--- src/rtl/hsv_core_pkg.sv ---
// Shared core types for the branch unit and its neighbours.
package hsv_core_pkg;

  typedef logic [31:0] word;

  typedef enum logic {
    BRANCH_COND_EQUAL     = 1'b0,
    BRANCH_COND_LESS_THAN = 1'b1
  } branch_cond_t;

  typedef struct packed {
    word        pc;
    word        pc_increment;
    logic [5:0] token;
    logic [4:0] rd;
  } common_data_t;

  typedef struct packed {
    common_data_t common;
    word          rs1;
    word          rs2;
    word          immediate;
    word          predicted;
    branch_cond_t cond;
    logic         cond_signed;
    logic         negate;
    logic         unconditional;
    logic         relative;
    logic         link;
  } branch_data_t;

  typedef struct packed {
    common_data_t common;
    word          result;
    word          next_pc;
    logic         jump;
    logic         trap;
    logic         writeback;
  } commit_data_t;

endpackage

--- src/rtl/hsv_core_branch.sv ---
// Two-stage branch resolution pipeline: S1 compares and forms the target,
// S2 resolves taken/trap/jump into the registered commit output.
module hsv_core_branch
  import hsv_core_pkg::*;
(
  input  logic         clk_core,
  input  logic         rst_core,
  input  logic         flush_req,
  input  branch_data_t branch_data,
  input  logic         branch_valid_i,
  output logic         branch_ready_o,
  output commit_data_t commit_data,
  output logic         commit_valid_o,
  input  logic         commit_ready_i
);

  typedef struct packed {
    common_data_t common;
    word          target;
    word          predicted;
    logic         cond_res;
    logic         unconditional;
    logic         negate;
    logic         link;
  } s1_data_t;

  logic         s1_valid_q, s1_valid_d;
  logic         s2_valid_q, s2_valid_d;
  s1_data_t     s1_q, s1_d;
  commit_data_t s2_q, s2_d;

  logic s2_load, s1_to_s2, in_fire;
  logic cond_res, taken;
  word  target_sum;

  assign s2_load        = !s2_valid_q || commit_ready_i;
  assign s1_to_s2       = s1_valid_q && s2_load;
  assign branch_ready_o = !s1_valid_q || s2_load || flush_req;
  assign in_fire        = branch_valid_i && branch_ready_o;

  // S1: compare and target
  always_comb begin
    cond_res = 1'b0;
    unique case (branch_data.cond)
      BRANCH_COND_EQUAL:     cond_res = (branch_data.rs1 == branch_data.rs2);
      BRANCH_COND_LESS_THAN: begin
        if (branch_data.cond_signed) begin
          cond_res = $signed(branch_data.rs1) < $signed(branch_data.rs2);
        end else begin
          cond_res = branch_data.rs1 < branch_data.rs2;
        end
      end
      default:               cond_res = 1'b0;
    endcase

    target_sum = (branch_data.relative ? branch_data.common.pc : branch_data.rs1)
                 + branch_data.immediate;

    s1_d               = s1_q;
    s1_d.common        = branch_data.common;
    s1_d.target        = branch_data.relative ? target_sum : {target_sum[31:1], 1'b0};
    s1_d.predicted     = branch_data.predicted;
    s1_d.cond_res      = cond_res;
    s1_d.unconditional = branch_data.unconditional;
    s1_d.negate        = branch_data.negate;
    s1_d.link          = branch_data.link;
  end

  // S2: resolve
  always_comb begin
    taken          = s1_q.unconditional | (s1_q.cond_res ^ s1_q.negate);
    s2_d           = s2_q;
    s2_d.common    = s1_q.common;
    s2_d.result    = s1_q.common.pc_increment;
    s2_d.next_pc   = taken ? s1_q.target : s1_q.common.pc_increment;
    s2_d.trap      = taken && (s1_q.target[1:0] != 2'b00);
    s2_d.jump      = !s2_d.trap && (s2_d.next_pc != s1_q.predicted);
    s2_d.writeback = s1_q.link && !s2_d.trap;
  end

  always_comb begin
    s1_valid_d = s1_valid_q;
    s2_valid_d = s2_valid_q;
    if (flush_req) begin
      s1_valid_d = 1'b0;
      s2_valid_d = 1'b0;
    end else begin
      if (s2_load) s2_valid_d = s1_valid_q;
      if (in_fire) begin
        s1_valid_d = 1'b1;
      end else if (s1_to_s2) begin
        s1_valid_d = 1'b0;
      end
    end
  end

  always_ff @(posedge clk_core or posedge rst_core) begin
    if (rst_core) begin
      s1_valid_q <= 1'b0;
      s2_valid_q <= 1'b0;
      s1_q       <= '0;
      s2_q       <= '0;
    end else begin
      s1_valid_q <= s1_valid_d;
      s2_valid_q <= s2_valid_d;
      if (in_fire)  s1_q <= s1_d;
      if (s1_to_s2) s2_q <= s2_d;
    end
  end

  assign commit_data    = s2_q;
  assign commit_valid_o = s2_valid_q;

endmodule
--- config.mk ---
export PLATFORM = sky130hd
export DESIGN_NAME = hsv_core_branch
export DESIGN_NICKNAME = d
export VERILOG_FILES = /design/src/rtl/hsv_core_pkg.sv /design/src/rtl/hsv_core_branch.sv
export SDC_FILE = /design/constraint.sdc
export NUM_CORES = 1
export LEC_CHECK = 0
export ABC_CLOCK_PERIOD_IN_PS = 8780
export BUFFER_PORTS_ARGS = -buffer_cell sky130_fd_sc_hd__buf_2
export CAP_MARGIN = 20
export CORE_MARGIN = 1
export CORE_UTILIZATION = 54
export DETAILED_ROUTE_END_ITERATION = 16
export PLACE_DENSITY = 0.8
export SLEW_MARGIN = 20
export SYNTH_ARGS = -nofsm -noshare
export SYNTH_HDL_FRONTEND = slang
export SYNTH_SLANG_ARGS = --single-unit
export TNS_END_PERCENT = 50
--- constraint.sdc ---
create_clock -name clk_core -period 8.78 [get_ports clk_core]
set_input_delay 0.439 -clock clk_core [delete_from_list [all_inputs] [get_ports clk_core]]
set_output_delay 0.439 -clock clk_core [all_outputs]
set_load 0.1 [all_outputs]
==> results of run 1 <==
-- synthesized netlist by cell type (all sizes together), types with 4 or more instances --
cell | number | share of area, %
o2bb2ai | 4 | 0.26
o21ai | 126 | 4.7
nor4 | 9 | 0.42
o221ai | 4 | 0.26
clkbuf | 54 | 1.5
xnor2 | 26 | 1.7
and2 | 4 | 0.19
o22ai | 16 | 0.75
nor2 | 26 | 0.73
nand3 | 13 | 0.48
xor2 | 27 | 1.8
ha | 63 | 5.9
nor3 | 6 | 0.22
a21oi | 54 | 2.0
inv | 70 | 2.0
nor2b | 6 | 0.28
o211ai | 7 | 0.39
nand4 | 14 | 0.65
buf | 44 | 2.3
nor3b | 5 | 0.28
a21o | 30 | 1.7
a31oi | 7 | 0.33
or2 | 6 | 0.28
nand2 | 386 | 11
mux2 | 93 | 7.8
mux2i | 23 | 1.7
o21bai | 4 | 0.22
nand2b | 5 | 0.23
dfrtp | 255 | 48
-- worst min-delay path by stage --
stage	depth (start not counted)	end	startpoint	slack (ns)
after floorplan	2	s1_q[111]	s1_q[111]	0.44
after global placement	2	s1_q[115]	s1_q[115]	0.45
after detailed placement	2	s1_q[115]	s1_q[115]	0.46
after CTS	2	commit_valid_o	flush_req	0.04
after global routing	2	commit_valid_o	flush_req	0.05
final	2	commit_data[118]	rst_core	0.03
-- registers in the layout, summed over array words and instances, names as in the netlist --
name            cells
s1_valid_q          1
commit_valid_o      1
commit_data       110
s1_q              143
-- layout make-up --
type	count	area, µm²	area share (%)
multi-input combinational	1003	6296	39.11
tap	324	405.4	2.518
antenna	6	15.01	0.09328
sequential	255	6381	39.64
clock inverter	12	97.59	0.6063
inverter	70	270.3	1.679
timing repair buffer	363	1839	11.43
clock buffer	39	792.0	4.920
-- critical path, stage by stage, from the launching register on --
cell and delay, ns:
dfrtp_1 0.39, xor2_1 0.39, or2_1 0.66, buf_4 0.41, mux2i_1 0.29, o22ai_1 0.13
nor4_1 0.25, o21ai_1 0.16, o31ai_1 0.27, o21ai_1 0.09
-- kinds of logic after synthesis --
kind of cell	after synthesis	synth area share, %
and+or+nand+nor	490	15.12
muxes	116	9.539
buffers and inverters	168	5.729
DFF	255	47.51
xor gates and xnor gates	53	3.456
AOI/OAI and AO/OA	280	12.63
adders and majority gates	64	6.018
-- per-layer routing --
layer	vias to the layer above	track usage [%]	part of all wire (%)
met3	102	4.753	6.1
met1	5484	37.96	42
met5	-	0	0
li1	5415	-	-
met2	430	49.48	48
met4	0	12.63	3.9
-- power by group through the flow --
| stage | registers, mW | clock network (mW) | logic [mW] |
|---|---|---|---|
| floorplan | 2.32 | 0 | 0.731 |
| global placement | 1.54 | 0 | 1.83 |
| detailed placement | 1.55 | 0 | 1.85 |
| CTS | 1.53 | 1.14 | 1.86 |
| global route | 1.56 | 1.19 | 1.94 |
| finish | 1.54 | 1.13 | 1.86 |
-- per-stage QoR --
step	util, %	hold slack, ns	cells
global placement	62.26	0.4535	2015
floorplan	-	0.4417	1426
global route	65.99	0.04526	2072
finish	65.99	0.02645	2072
detailed placement	62.26	0.4583	2015
CTS	65.90	0.03561	2066
==> impl_results.md, run 1 <==
* Reg2reg setup slack at 5.57 ns
* NetSw at 2.143 mW
* EDFF count, synth at 0
* CTS resizes at 0
* Die X at 159.7 µm
* Syn_nets at 1704
* Postcts setup bufs at 0
* Worst-skew pair later-pin latency at 0.58 ns
* CTS root buf: clkbuf_16
* CP startpoint kind: flop
* Mapped Cells at 1426
* Switch share at 47.34%
* WL final at 38.19 mm
* Final instance area at 0.01610 mm²
* First DRT Iteration DRCs at 958
* Clock share of power at 24.9%
* Sequential-to-total area share from yosys stat at 47.51%
* CTS Buffer Depth at 3
* Post-DRT Antenna Nets at 0
* Top_reg_cell synth: dfrtp_1
* Pwr per Cell Area at 281.2 mW/mm²
* Worst slew margin at 28.97%
* CTS tree: built
* Ports at 358
* # nets final at 1999
* Final min period at 3.207 ns
* First-pass GRT wire length at 59.11 mm
* Largest net degree at the start of global routing at 117
* Routability cong. at 0.9609
* Reg-to-Reg Start: s1_q[1]
* Row cnt at 57
* Seq pwr share at 34.0%
* Clk slew on worst S/H paths at 0.06 ns
* Number of vias per cell at 5.517
* Cell Area, Synth at 0.01343 mm²
* P_leak at 8.434 nW
* Critical Path AT at 3.63 ns
* PortBufs at 357
* Tcrit/Tclk final at 36.53%
* Fmax at 311.8 MHz
* CP Max Fanout at 20
* DRT Pass-1 Iters at 5
* Initial antenna violation count at 6
* Area Overhead vs Synth at 19.84%
* Hold Violations, Final at 0
* Die height at 159.7 µm
* Total power at 4.526 mW
* Number of global-route vias before repair at 11.22k
* Status: completed
* Fillers at 2060
* Mean area per synthesized cell at 9.419 µm²
* Final Slew Violations at 0
* Peak VDD IR at 209.4 µV
* DP Area at 0.01518 mm²
* Htree depth at 1
* Setup TNS at 0 ns
* Skew final at 0.03584 ns
* Via count at 11.43k
* Hold Path Class: in -> async
* Setup slack after placement at 5.181 ns
* Most frequent cells in the layout: nand2_1, buf_2, dfrtp_1
* Die ar. at 0.02551 mm²
* Drt drc at 0
* Logic pwr share at 41.0%
* CORE AREA at 0.02439 mm²
* Hpwl dp at 28.13 mm
* Cell-internal power at 2.383 mW
* Ys Warns at 0
* All-layer global routing usage at 29.51%
* Final setup viols at 0
* Slack of the critical path at 5.573 ns
* Count of different cell masters after synthesis at 66
* Post-CTS Hold Fix Bufs at 0
* Setup crit start: s1_q[1]
* Overflow after GRT at 0
* Num CTS Buffers at 28
* Least-Margin Pin Slew at 1.065 ns
* R2R depth at 9
* Synth Register Bits at 255
* Unrepaired setup endpoints after global routing: false
* Clk sinks at 255
* Share of layout cells above drive strength 1 at 29.79%
* Commonest non-fill, non-tap cell in the layout: nand2_1
* Avg WL per Cell at 18.43 µm
* Worst EP required at 9.21 ns
* Synth async-reset ratio at 100.0%
* Critical Path Sink: commit_data[2]
* Max-cap violations at 0
* Setup crit end kind: flop
* FF-to-FF End: commit_data[2]
* Initial core utilization at 55.07%
* CP Class: reg -> reg
No activity file was read; power rests on OpenSTA's default activity.
==> run 2: changes to the inputs <==
ABC_CLOCK_PERIOD_IN_PS = 3100   (was 8780)
clock period = 3.1 ns   (was 8.78 ns; I/O delays follow)
==> impl_results.md, run 2 (synthesis gave the netlist of run 1 again) <==
* Final instance area at 0.01756 mm²
* First-pass GRT wire length at 66.99 mm
* Via count at 12.33k
* Total power at 13.30 mW
* Max-cap violations at 0
* Die X at 159.7 µm
* Cell-internal power at 7.158 mW
* Avg WL per Cell at 19.06 µm
* Commonest non-fill, non-tap cell in the layout: nand2_1
* Switch share at 46.20%
* # nets final at 2139
* Final core utilization at 72.00%
* First DRT Iteration DRCs at 1044
* Die height at 159.7 µm
* CP Class: reg -> reg
* CP Max Fanout at 21
* Hold Crit Start: branch_data[69]
* Setup TNS at 0 ns
* Worst-skew pair later-pin latency at 0.55 ns
* Postcts setup bufs at 0
* Clk slew on worst S/H paths at 0.06 ns
* Number of vias per cell at 5.585
* Least-Margin Pin Slew at 0.7832 ns
* All-layer global routing usage at 33.25%
* CORE AREA at 0.02439 mm²
* Final min period at 2.788 ns
* Status: completed
* Post-CTS Hold Fix Bufs at 117
* Clock share of power at 25.9%
* Worst EP required at 3.52 ns
* Max reg flops at 143
* Routability cong. at 0.9542
* CTS Buffer Depth at 3
* CTS root buf: clkbuf_16
* Tcrit/Tclk final at 89.93%
* Unrepaired setup endpoints after global routing: false
* Largest net degree at the start of global routing at 101
* Number of global-route vias before repair at 12.60k
* Final Slew Violations at 0
* Clk sinks at 255
* Logic pwr share at 41.3%
* Register with the most flip-flops: s1_q
* Share of layout cells above drive strength 1 at 28.88%
* Overflow after GRT at 0
* Num CTS Buffers at 27
* Peak VDD IR at 601.8 µV
* CTS resizes at 0
* CP startpoint kind: flop
* Post-DRT Antenna Nets at 0
* P_leak at 9.089 nW
* Ports at 358
* Critical Path AT at 3.21 ns
* DP Area at 0.01544 mm²
* DRT Pass-1 Iters at 7
* Fmax at 358.7 MHz
* PortBufs at 357
* WL final at 42.07 mm
* Setup crit end kind: flop
* CTS tree: built
* Worst slew margin at 47.79%
* Setup crit start: s1_q[1]
* Htree depth at 1
* Die ar. at 0.02551 mm²
* Hpwl dp at 29.36 mm
* Pwr per Cell Area at 757.6 mW/mm²
* Final setup viols at 0
* Most frequent cells in the layout: nand2_1, buf_2, dfrtp_1
* Hold WS at 0.05673 ns
* NetSw at 6.146 mW
* Hold Violations, Final at 0
* Initial antenna violation count at 4
* Hold Path Class: in -> reg
* Reg-to-Reg Start: s1_q[1]
* Area Overhead vs Synth at 30.74%
* Seq pwr share at 32.9%
* Drt drc at 0
* Skew final at 0.01942 ns
* Initial core utilization at 55.07%
* Row cnt at 57
## run 2: cell types whose count changed in the layout (fill, tap and decap cells not counted), sizes merged
cell,before,now
bufinv,0,4
buf,363,387
inv,71,70
clkinv,9,7
clkbuf,39,35
dlygate4sd3,0,117
diode,6,3
## run 2: path summary, 6_finish.rpt
check | to | slack, ns | depth (start not counted)
max | commit_data[2] | 0.31 | 10
min | s1_q[67] | 0.06 | 4
max reg2reg | commit_data[2] | 0.31 | 10
min reg2reg | s1_q[138] | 0.47 | 2
max in group asynchronous | commit_data[132] | 1.91 | 4
min in group asynchronous | s1_valid_q | 0.20 | 3
## run 2: critical path, cell delays in order (launching register included)
cell     delay, ns
dfrtp_1       0.39
xor2_1        0.20
or2_1         0.34
buf_12        0.20
buf_4         0.22
a21oi_1       0.24
o22ai_1       0.15
nor4_1        0.30
o21ai_1       0.20
o31ai_1       0.32
o21ai_1       0.10
## run 2: power by group through the flow
stage / logic, mW / clock network (mW) / registers, mW
floorplan: 2.07 / 0 / 6.58
global placement: 5.26 / 0 / 4.36
detailed placement: 5.31 / 0 / 4.39
CTS: 5.45 / 3.48 / 4.34
global route: 5.75 / 3.62 / 4.42
finish: 5.49 / 3.45 / 4.37
## run 2: final cells by class
| cell class | count | area [µm²] |
|---|---|---|
| tap | 324 | 405.4 |
| fill | 1811 | 6830 |
| clock buffer | 35 | 755.7 |
| antenna | 3 | 7.507 |
| inverter | 70 | 266.5 |
| clock inverter | 13 | 190.2 |
| timing repair buffer | 504 | 3258 |
| sequential | 255 | 6381 |
| multi-input combinational | 1003 | 6296 |
## run 2: metrics by stage
step	setup slack, ns	instances
after floorplan	-0.4126	1426
final	0.3122	2207
after CTS	0.3484	2204
after detailed placement	0.04114	2039
after global placement	0.04532	2039
after global routing	0.1259	2207
## run 2: metal layers
layer  routed length (µm)  global-route usage [%]  share of wire (%)  vias up
met5                    0                       0                  0        -
met4                 1967                   14.55                4.7        0
met3                 2643                   4.935                6.3      145
met2                20830                   57.58                 50      563
met1                16630                   41.32                 40     5923
li1                     -                       -                  -     5694
